==> config.mk <==
export PLATFORM = sky130hd
export DESIGN_NAME = pix_stream_fifo
export DESIGN_NICKNAME = d
export VERILOG_FILES = /design/src/rtl/pix_stream_fifo.sv
export SDC_FILE = /design/constraint.sdc
export NUM_CORES = 1
export LEC_CHECK = 0
export ABC_CLOCK_PERIOD_IN_PS = 4890
export BUFFER_PORTS_ARGS = -buffer_cell sky130_fd_sc_hd__buf_2
export CAP_MARGIN = 20
export CORE_UTILIZATION = 55
export CTS_BUF_LIST = sky130_fd_sc_hd__clkbuf_16
export DETAILED_ROUTE_END_ITERATION = 8
export GPL_TIMING_DRIVEN = 0
export PLACE_DENSITY_LB_ADDON = 0.05
export SLEW_MARGIN = 20
export SYNTH_ARGS = -nofsm -noshare
export SYNTH_HDL_FRONTEND = slang
export SYNTH_SLANG_ARGS = --single-unit
==> constraint.sdc <==
create_clock -name sclk -period 4.89 [get_ports sclk]
set_input_delay 0.7335 -clock sclk [delete_from_list [all_inputs] [get_ports sclk]]
set_output_delay 0.7335 -clock sclk [all_outputs]
set_load 0.01 [all_outputs]
==> src/rtl/pix_stream_fifo.sv <==
// Pixel-stream FIFO: stages framed pixel words, tags sof/sol/eol and
// presents them first-word-fall-through on a valid/ready output.
module pix_stream_fifo #(
    parameter int DATA_W    = 10,
    parameter int LANES     = 1,
    parameter int ADDR_W    = 4,
    parameter int AFULL_LVL = 12
) (
    input  logic                    sclk,
    input  logic                    rst_n,
    input  logic                    in_frame_valid,
    input  logic                    in_line_valid,
    input  logic [LANES*DATA_W-1:0] in_pixel_data,
    input  logic                    out_ready,
    input  logic                    clr_overflow,
    output logic                    out_frame_valid,
    output logic                    out_line_valid,
    output logic [LANES*DATA_W-1:0] out_pixel_data,
    output logic                    out_sol,
    output logic                    out_eol,
    output logic [ADDR_W:0]         fifo_level,
    output logic                    almost_full,
    output logic                    overflow
);

    localparam int PW    = LANES * DATA_W;
    localparam int EW    = PW + 3;
    localparam int DEPTH = 1 << ADDR_W;

    localparam logic [ADDR_W:0] FULL_LVL = {1'b1, {ADDR_W{1'b0}}};
    localparam logic [ADDR_W:0] AF_LVL   = AFULL_LVL[ADDR_W:0];

    localparam logic [1:0] S_IDLE   = 2'd0;
    localparam logic [1:0] S_ACTIVE = 2'd1;
    localparam logic [1:0] S_DRAIN  = 2'd2;

    logic [1:0]        state_q, state_d;
    logic              fv_q, fv_d;
    logic              arm_q, arm_d;
    logic              line_open_q, line_open_d;
    logic              pend_vld_q, pend_vld_d;
    logic              pend_sof_q, pend_sof_d;
    logic              pend_sol_q, pend_sol_d;
    logic [PW-1:0]     pend_data_q, pend_data_d;
    logic [ADDR_W-1:0] wr_ptr_q, wr_ptr_d;
    logic [ADDR_W-1:0] rd_ptr_q, rd_ptr_d;
    logic [ADDR_W:0]   level_q, level_d;
    logic              ovf_q, ovf_d;
    logic [EW-1:0]     mem_q [DEPTH];

    logic          qual;
    logic          empty;
    logic          full;
    logic [EW-1:0] head;
    logic          head_sof;
    logic          lv;
    logic          discard;
    logic          pop;
    logic          wr_ok;
    logic [EW-1:0] wr_entry;

    assign qual     = in_frame_valid & in_line_valid;
    assign empty    = (level_q == '0);
    assign full     = (level_q == FULL_LVL);
    assign head     = mem_q[rd_ptr_q];
    assign head_sof = head[EW-1];
    assign wr_entry = {pend_sof_q, pend_sol_q, ~qual, pend_data_q};

    always_comb begin
        lv = 1'b0;
        unique case (state_q)
            S_ACTIVE: lv = ~empty;
            S_DRAIN:  lv = ~empty & ~head_sof;
            default:  lv = 1'b0;
        endcase
    end

    // Headless words after a mid-frame start are flushed while idle
    assign discard = (state_q == S_IDLE) & ~empty & ~head_sof;
    assign pop     = (lv & out_ready) | discard;
    assign wr_ok   = pend_vld_q & (~full | pop);

    always_comb begin
        state_d = state_q;
        unique case (state_q)
            S_IDLE:   if (~empty & head_sof) state_d = S_ACTIVE;
            S_ACTIVE: if (~fv_q) state_d = S_DRAIN;
            S_DRAIN:  if (~pend_vld_q & (empty | head_sof)) state_d = S_IDLE;
            default:  state_d = S_IDLE;
        endcase
    end

    always_comb begin
        fv_d        = in_frame_valid;
        arm_d       = ~in_frame_valid | (arm_q & ~qual);
        line_open_d = in_line_valid & (line_open_q | qual);
        pend_vld_d  = qual;
        pend_sof_d  = pend_sof_q;
        pend_sol_d  = pend_sol_q;
        pend_data_d = pend_data_q;
        if (qual) begin
            pend_sof_d  = arm_q;
            pend_sol_d  = ~line_open_q;
            pend_data_d = in_pixel_data;
        end
        wr_ptr_d = wr_ok ? wr_ptr_q + ADDR_W'(1) : wr_ptr_q;
        rd_ptr_d = pop ? rd_ptr_q + ADDR_W'(1) : rd_ptr_q;
        level_d  = level_q;
        unique case ({wr_ok, pop})
            2'b10:   level_d = level_q + (ADDR_W+1)'(1);
            2'b01:   level_d = level_q - (ADDR_W+1)'(1);
            default: level_d = level_q;
        endcase
        ovf_d = ovf_q;
        if (pend_vld_q & full & ~pop) ovf_d = 1'b1;
        else if (clr_overflow)        ovf_d = 1'b0;
    end

    always_ff @(posedge sclk or negedge rst_n) begin
        if (!rst_n) begin
            state_q     <= S_IDLE;
            fv_q        <= 1'b0;
            arm_q       <= 1'b0;
            line_open_q <= 1'b0;
            pend_vld_q  <= 1'b0;
            pend_sof_q  <= 1'b0;
            pend_sol_q  <= 1'b0;
            pend_data_q <= '0;
            wr_ptr_q    <= '0;
            rd_ptr_q    <= '0;
            level_q     <= '0;
            ovf_q       <= 1'b0;
        end else begin
            state_q     <= state_d;
            fv_q        <= fv_d;
            arm_q       <= arm_d;
            line_open_q <= line_open_d;
            pend_vld_q  <= pend_vld_d;
            pend_sof_q  <= pend_sof_d;
            pend_sol_q  <= pend_sol_d;
            pend_data_q <= pend_data_d;
            wr_ptr_q    <= wr_ptr_d;
            rd_ptr_q    <= rd_ptr_d;
            level_q     <= level_d;
            ovf_q       <= ovf_d;
        end
    end

    always_ff @(posedge sclk or negedge rst_n) begin
        if (!rst_n) begin
            for (int i = 0; i < DEPTH; i++) mem_q[i] <= '0;
        end else if (wr_ok) begin
            mem_q[wr_ptr_q] <= wr_entry;
        end
    end

    assign out_frame_valid = (state_q != S_IDLE);
    assign out_line_valid  = lv;
    assign out_pixel_data  = lv ? head[PW-1:0] : '0;
    assign out_sol         = lv & head[EW-2];
    assign out_eol         = lv & head[EW-3];
    assign fifo_level      = level_q;
    assign almost_full     = (level_q >= AF_LVL);
    assign overflow        = ovf_q;

endmodule
== Yosys cells after proc, flatten, opt, wreduce, memory -nomap -nowiden ==
Index checks and enable logic that the tools add are counted.

* Flip-flop bits (word level): 240

* Add/subtract/negate cells: 4
* Magnitude comparators: 4
* Equal/unequal tests: 8
* Mux-type cells: 15
* Bitwise gates (word level): 29
* Reduce and logical (&&, ||, !) cells: 7

{| class="wikitable"
|+ Operator list
! cell !! number
|-
| 208-bit bitwise mux || 1
|-
| 13-bit binary-select mux with 4-bit select || 1
|-
| 13-bit demux with 4-bit select || 1
|-
| 13-bit two-way mux || 3
|-
| 1-bit bitwise AND || 14
|-
| 5-bit >= comparator (second input constant) || 2
|-
| 10-bit two-way mux || 1
|-
| 4-bit inverter with 5-bit output || 2
|-
| 5-bit one-hot mux with 2 select lines || 1
|-
| 4-bit by 1-bit adder with 4-bit output (second input constant) || 2
|-
| 1-bit inverter || 8
|-
| 2-bit two-way mux || 3
|-
| 2-bit one-hot mux with 3 select lines || 1
|-
| 2-bit nonzero test || 3
|-
| 5-bit by 1-bit adder with 5-bit output (second input constant) || 1
|-
| 5-bit equality test (second input constant) || 1
|-
| 5-bit by 4-bit >= comparator with 1-bit output (second input constant) || 1
|-
| 5-bit logical NOT || 1
|-
| 5-bit by 1-bit less-than comparator with 1-bit output (second input constant) || 1
|-
| 1-bit bitwise OR || 5
|-
| 5-bit by 1-bit subtractor with 5-bit output (second input constant) || 1
|-
| 2-bit by 1-bit equality test with 1-bit output (second input constant) || 2
|-
| 2-bit equality test (second input constant) || 2
|-
| 2-bit != test (second input constant) || 2
|-
| 6 further kinds || 7
|}

== Longest topological paths before layout ==
* Word-level depth: 13
* Depth in mapped cells: 18
* Mapped depth without buffers: 16

== Worst setup path before layout ==
OpenSTA, ideal clock, no wires.

* Kind: register to register
* Start: register rd_ptr_q[0]
* End: register level_q[4] (netlist: fifo_level[4])
* Setup time: 0.131 ns
* Arrival time: 3.327 ns
* Required time: 4.759 ns
* Path slack: 1.433 ns
* Cell stages (with the launch flop): 17
* Period minus slack after synthesis: 3.457 ns
* Cells stage by stage: dfrtp_1 > buf_6 > mux4_2 > or2_1 > and3b_4 > nor3b_4 > o21a_1 > buf_2 > buf_2 > inv_1 > ha_1 > ha_1 > a21o_1 > a21oi_1 > xnor2_1 > nor2_1 > xor2_1

* Longest elaborated chain between the ends: 13
* Elaborated cells on any way between the ends: 16
* Those cells by class: eq/ne: 2; mux: 5; bitwise: 8; reduce/logical: 1

{| class="wikitable"
|+ Ends and longest elaborated chain
! item !! RTL line !! text
|-
| from (decl) || 46 || <nowiki>logic [ADDR_W-1:0] rd_ptr_q, rd_ptr_d;</nowiki>
|-
| from (signal assigned) || 143 || <nowiki>rd_ptr_q <= rd_ptr_d;</nowiki>
|-
| 4-bit inverter with 5-bit output (not written as such) * || 65 || <nowiki>assign head = mem_q[rd_ptr_q];</nowiki>
|-
| 13-bit binary-select mux with 4-bit select * || 65 ||
|-
| 13-bit two-way mux (not written as such) * (2 in series) || 65 ||
|-
| 1-bit inverter * || 73, 79 ||
|-
| 1-bit bitwise AND || 73 || <nowiki>S_DRAIN: lv = ~empty & ~head_sof;</nowiki>
|-
| 1-bit one-hot mux with 2 select lines || 71 || <nowiki>unique case (state_q)</nowiki>
|-
| 1-bit bitwise AND || 80 || <nowiki>assign pop = (lv & out_ready) | discard;</nowiki>
|-
| 1-bit bitwise OR * || 80 ||
|-
| 1-bit bitwise OR || 81 || <nowiki>assign wr_ok = pend_vld_q & (~full | pop);</nowiki>
|-
| 1-bit bitwise AND || 81 ||
|-
| 2-bit by 1-bit equality test with 1-bit output / 2-bit equality test (equally long branches) || 109 || <nowiki>unique case ({wr_ok, pop})</nowiki>
|-
| 5-bit one-hot mux with 2 select lines / 2-bit nonzero test (equally long branches) || -- ||
|-
| to (signal assigned) || 144 || <nowiki>level_q <= level_d;</nowiki>
|-
| to (decl) || 47 || <nowiki>logic [ADDR_W:0] level_q, level_d;</nowiki>
|}

Every way passes the cells marked *; elsewhere a longest branch is shown, timed or not. The select of a mux whose other input is x is not followed.
A chain may end at the register's enable or synchronous reset.

== Worst setup path in the final report ==
* Start: register rd_ptr_q[1]
* End: output port out_pixel_data[1]

* Longest elaborated chain between the ends: 8

{| class="wikitable"
|+ Ends and longest elaborated chain
! item !! RTL line !! text
|-
| 4-bit inverter with 5-bit output (not written as such) * || 65 ||
|-
| 13-bit binary-select mux with 4-bit select * || 65 ||
|-
| 13-bit two-way mux (not written as such) * (2 in series) || 65 ||
|-
| 1-bit inverter || 73 ||
|-
| 1-bit bitwise AND || 73 ||
|-
| 1-bit one-hot mux with 2 select lines || 71 ||
|-
| 10-bit two-way mux * || 159 || <nowiki>assign out_pixel_data = lv ? head[PW-1:0] : '0;</nowiki>
|-
| to (decl) || 18 || <nowiki>output logic [LANES*DATA_W-1:0] out_pixel_data,</nowiki>
|}

Marked as above.

==> run_results.csv <==
group,metric,value,unit
routing,drc,0,
worst_setup_path,required,4.16,ns
cells_and_area,drive_above_1_share,0.284,
worst_setup_path,reg2reg_slack,0.75,ns
sta,worst_slew_pin_slew,1.04,ns
clock_network,cts.sink_count,240,
clock_network,cts_buffers,26,
power_and_ir_drop,p_leak,5.60,nW
sta,slew_headroom,0.306,
floorplanning,initial_core_util,0.565,
sta,slew_viol_final,0,
cells_and_area,final_util,0.632,
routing,drt_iter0_markers,664,
worst_setup_path,crit_family,"buffers and inverters",
cells_and_area,layout.nets,920,
place,place_congestion,0.898,
floorplanning,core-area,20400,sq um
logic_synthesis,synthesis.nets,854,
worst_setup_path,crit_arrival,3.95,ns
worst_setup_path,crit_chain,"clkbuf_1, clkbuf_1, clkbuf_1, mux4_2, mux4_2, nor2b_1, buf_2",
logic_synthesis,ys_seq_elements,240,
sta,fin_skew,0.00823,ns
worst_setup_path,worstSetupPathType,"flop to output port",
worst_setup_path,reg2reg_depth,18,
worst_setup_path,path_max_fanout,10,
logic_synthesis,synth_top_cells_by_count,"dfrtp_1 (240), a32o_1 (132), mux2_2 (76), mux4_2 (63), nor2_1 (41)",
logic_synthesis,ys.warnings.count,0,
status,status,"finished clean",
power_and_ir_drop,combPwrFrac,0.429,
worst_setup_path,reg2reg_to,"fifo_level[4]$_DFFE_PN0P_",
global_route,grt_start_max_net_pins,106,
routing,wl_per_cell,30.2,um
logic_synthesis,yosysMostFrequentCell,"dfrtp_1",
global_route,overflow,0,
floorplanning,die_area,21600,sq um
clock_network,htree_levels,1,
routing,routed-via-count,8258,
clock_network,clk_latency,0.53,ns
clock_network,root_buffer,"clkbuf_16",
logic_synthesis,synth-edff-count,0,
logic_synthesis,ys_dominant_reg_cell,"dfrtp_1",
power_and_ir_drop,power.density,704,nW/um^2
logic_synthesis,netlist_top_cells_area,"dfrtp_1 (52%), mux4_2 (12%), a32o_1 (11%), mux2_2 (7.4%), and2_1 (2.0%)",
clock_network,clkTransAtPathRegs,0.06,ns
power_and_ir_drop,p_clk_frac,0.206,
routing,ant_nets,0,
logic_synthesis,async_flop_share,1.00,
worst_hold_path,hold_class,"primary input to asynchronous set/reset pin",
global_route,antenna_found_initial,1,
sta,rsz0062_at_grt,"no",
power_and_ir_drop,internal_power,5.70,mW
power_and_ir_drop,p_sw,3.39,mW
worst_setup_path,crit_path_end_kind,"output port",
routing,wirelength,35400,um
worst_setup_path,crit_path_top_delay_cell,"clkbuf_1",
sta,fin_setup_tns,0,ns
job,cap_violations,0,
routing,viasPerCell,7.03,
logic_synthesis,postSynthAreaPerCell,14.0,sq um
logic_synthesis,yosys.cell_types.count,45,
floorplanning,fp-row-count,52,
logic_synthesis,synth_top_area_frac,0.521,
cells_and_area,postLayoutCellArea,12900,sq um
floorplanning,io_pins,37,
sta,hold_viol,0,
sta,finalCritPeriodShare,0.958,
worst_setup_path,regToRegStartpoint,"rd_ptr_q[0]$_DFFE_PN0P_",
clock_network,hold_buffers,0,
cells_and_area,area_growth,12.0,%
power_and_ir_drop,switching_share,0.373,
logic_synthesis,synth.cell_area,11500,sq um
clock_network,clock_path_buffers,3,
logic_synthesis,yosys.area.top_type,"dfrtp_1",
global_route,grt_usage,0.343,
place,port_buffers,36,
clock_network,tritoncts,"done",
sta,period_needed,4.68,ns
worst_setup_path,startpoint_type,"flop",
routing,dr.pass1.iters,5,
power_and_ir_drop,seq_power_share,0.365,
place,detailed_place_hpwl,25000,um
cells_and_area,antenna_cells,0,
place,place_area,12100,sq um
worst_setup_path,critPathMaxStageDelay,0.76,ns
floorplanning,die_x,147,um
worst_setup_path,cp_common_cell,"clkbuf_1",
worst_setup_path,crit_buf_inv,4,
sta,fmaxAchievable,214,MHz
sta,setup_viol,0,
clock_network,ctsResizeCount,0,
power_and_ir_drop,peakVddDrop,0.348,mV
logic_synthesis,yosysSeqAreaShare,0.521,
floorplanning,dieHeight,147,um
logic_synthesis,synth_cells,823,
global_route,grt_pass1_vias,8692,
global_route,grt_pass1_wl,54000,um
clock_network,cts_setup_buffers,0,
placed cells by master, fill, tap and decap left out, types with 13 or more instances in the layout:
master and count:
mux2_2 76, mux4_2 63, inv_1 20, and2_1 37, a32o_1 132, nand2_1 17
ha_1 14, nor2_1 41, clkbuf_16 27, a22oi_1 13, dfrtp_1 240, buf_2 60
clkbuf_1 34, nor2b_1 18
how the worst max path moves through the flow:
stage | from | endpoint | slack (ns) | cells past startpoint
finish | rd_ptr_q[1]$_DFFE_PN0P_ | out_pixel_data[1] | 0.21 | 7
global route | rd_ptr_q[1]$_DFFE_PN0P_ | out_pixel_data[1] | 0.12 | 7
CTS | rd_ptr_q[1]$_DFFE_PN0P_ | out_pixel_data[0] | 0.22 | 7
detailed placement | rd_ptr_q[1]$_DFFE_PN0P_ | out_pixel_data[0] | 0.77 | 7
global placement | rst_n | mem_q[57]$_DFFE_PN0P_ | -0.89 | 1
floorplan | rd_ptr_q[0]$_DFFE_PN0P_ | fifo_level[4]$_DFFE_PN0P_ | 1.43 | 16
power groups by stage:
stage	Combinational (mW)	Sequential, mW	Clock, mW
floorplan	2.76	3.12	0
global placement	3.71	3.26	0
detailed placement	3.84	3.33	0
CTS	3.86	3.30	1.88
global route	4.15	3.40	1.96
finish	3.90	3.32	1.87
layer usage:
metal / vias up / track usage / share of wire
met2: 462 / 0.508 / 0.45
met1: 4354 / 0.480 / 0.41
met3: 81 / 0.108 / 0.12
met4: 0 / 0.119 / 0.029
li1: 3361 / - / -
met5: - / 0 / 0
metrics by stage:
stage / setup slack (ns) / hold slack [ns] / std cells / power (mW)
CTS: 0.219 / 0.192 / 1175 / 9.04
global route: 0.122 / 0.208 / 1175 / 9.52
finish: 0.207 / 0.159 / 1175 / 9.09
floorplan: 1.43 / 0.438 / 823 / 5.89
detailed placement: 0.768 / 0.473 / 1131 / 7.17
global placement: -0.893 / 0.467 / 1129 / 6.97
worst register-to-register path, stage by stage (launching register included):
cell and delay [ns]:
dfrtp_1 0.37, buf_6 0.18, mux4_2 0.58, a22oi_1 0.24
a21oi_1 0.20, nor3b_4 0.38, o21a_1 0.16, buf_2 0.15
buf_2 0.34, inv_1 0.09, ha_1 0.24, inv_1 0.12
fa_1 0.23, inv_1 0.05, a21o_1 0.14, a21oi_1 0.17
xnor2_1 0.15, nor2_1 0.07, xor2_1 0.15
sequential cells by signal, summed over array words and instances, names as in the netlist:
register / flops
fifo_level: 5
pend_sof_q: 1
wr_ptr_q: 4
state_q: 2
arm_q: 1
overflow: 1
rd_ptr_q: 4
line_open_q: 1
pend_sol_q: 1
pend_vld_q: 1
fv_q: 1
mem_q: 208
pend_data_q: 10
cells by family (layout without fill, tap and decap cells):
kind of cell | after synthesis | count (layout) | share of synthesized area
DFF | 240 | 240 | 0.521
AOI/OAI and AO/OA | 189 | 189 | 0.152
muxes | 143 | 143 | 0.201
and+or+nand+nor | 131 | 131 | 0.0600
buffers and inverters | 94 | 176 | 0.0410
adders and majority gates | 15 | 15 | 0.0169
xor gates and xnor gates | 11 | 11 | 0.00835
area by class of cell:
class	instances	area [sq um]
multi-input combinational	489	5060
fill	1584	7510
buffer	80	423
tap	270	338
clock buffer	27	676
timing repair buffer	38	245
clock inverter	17	121
inverter	14	52.6
sequential	240	6010
Power figures use the tool's default switching activity.
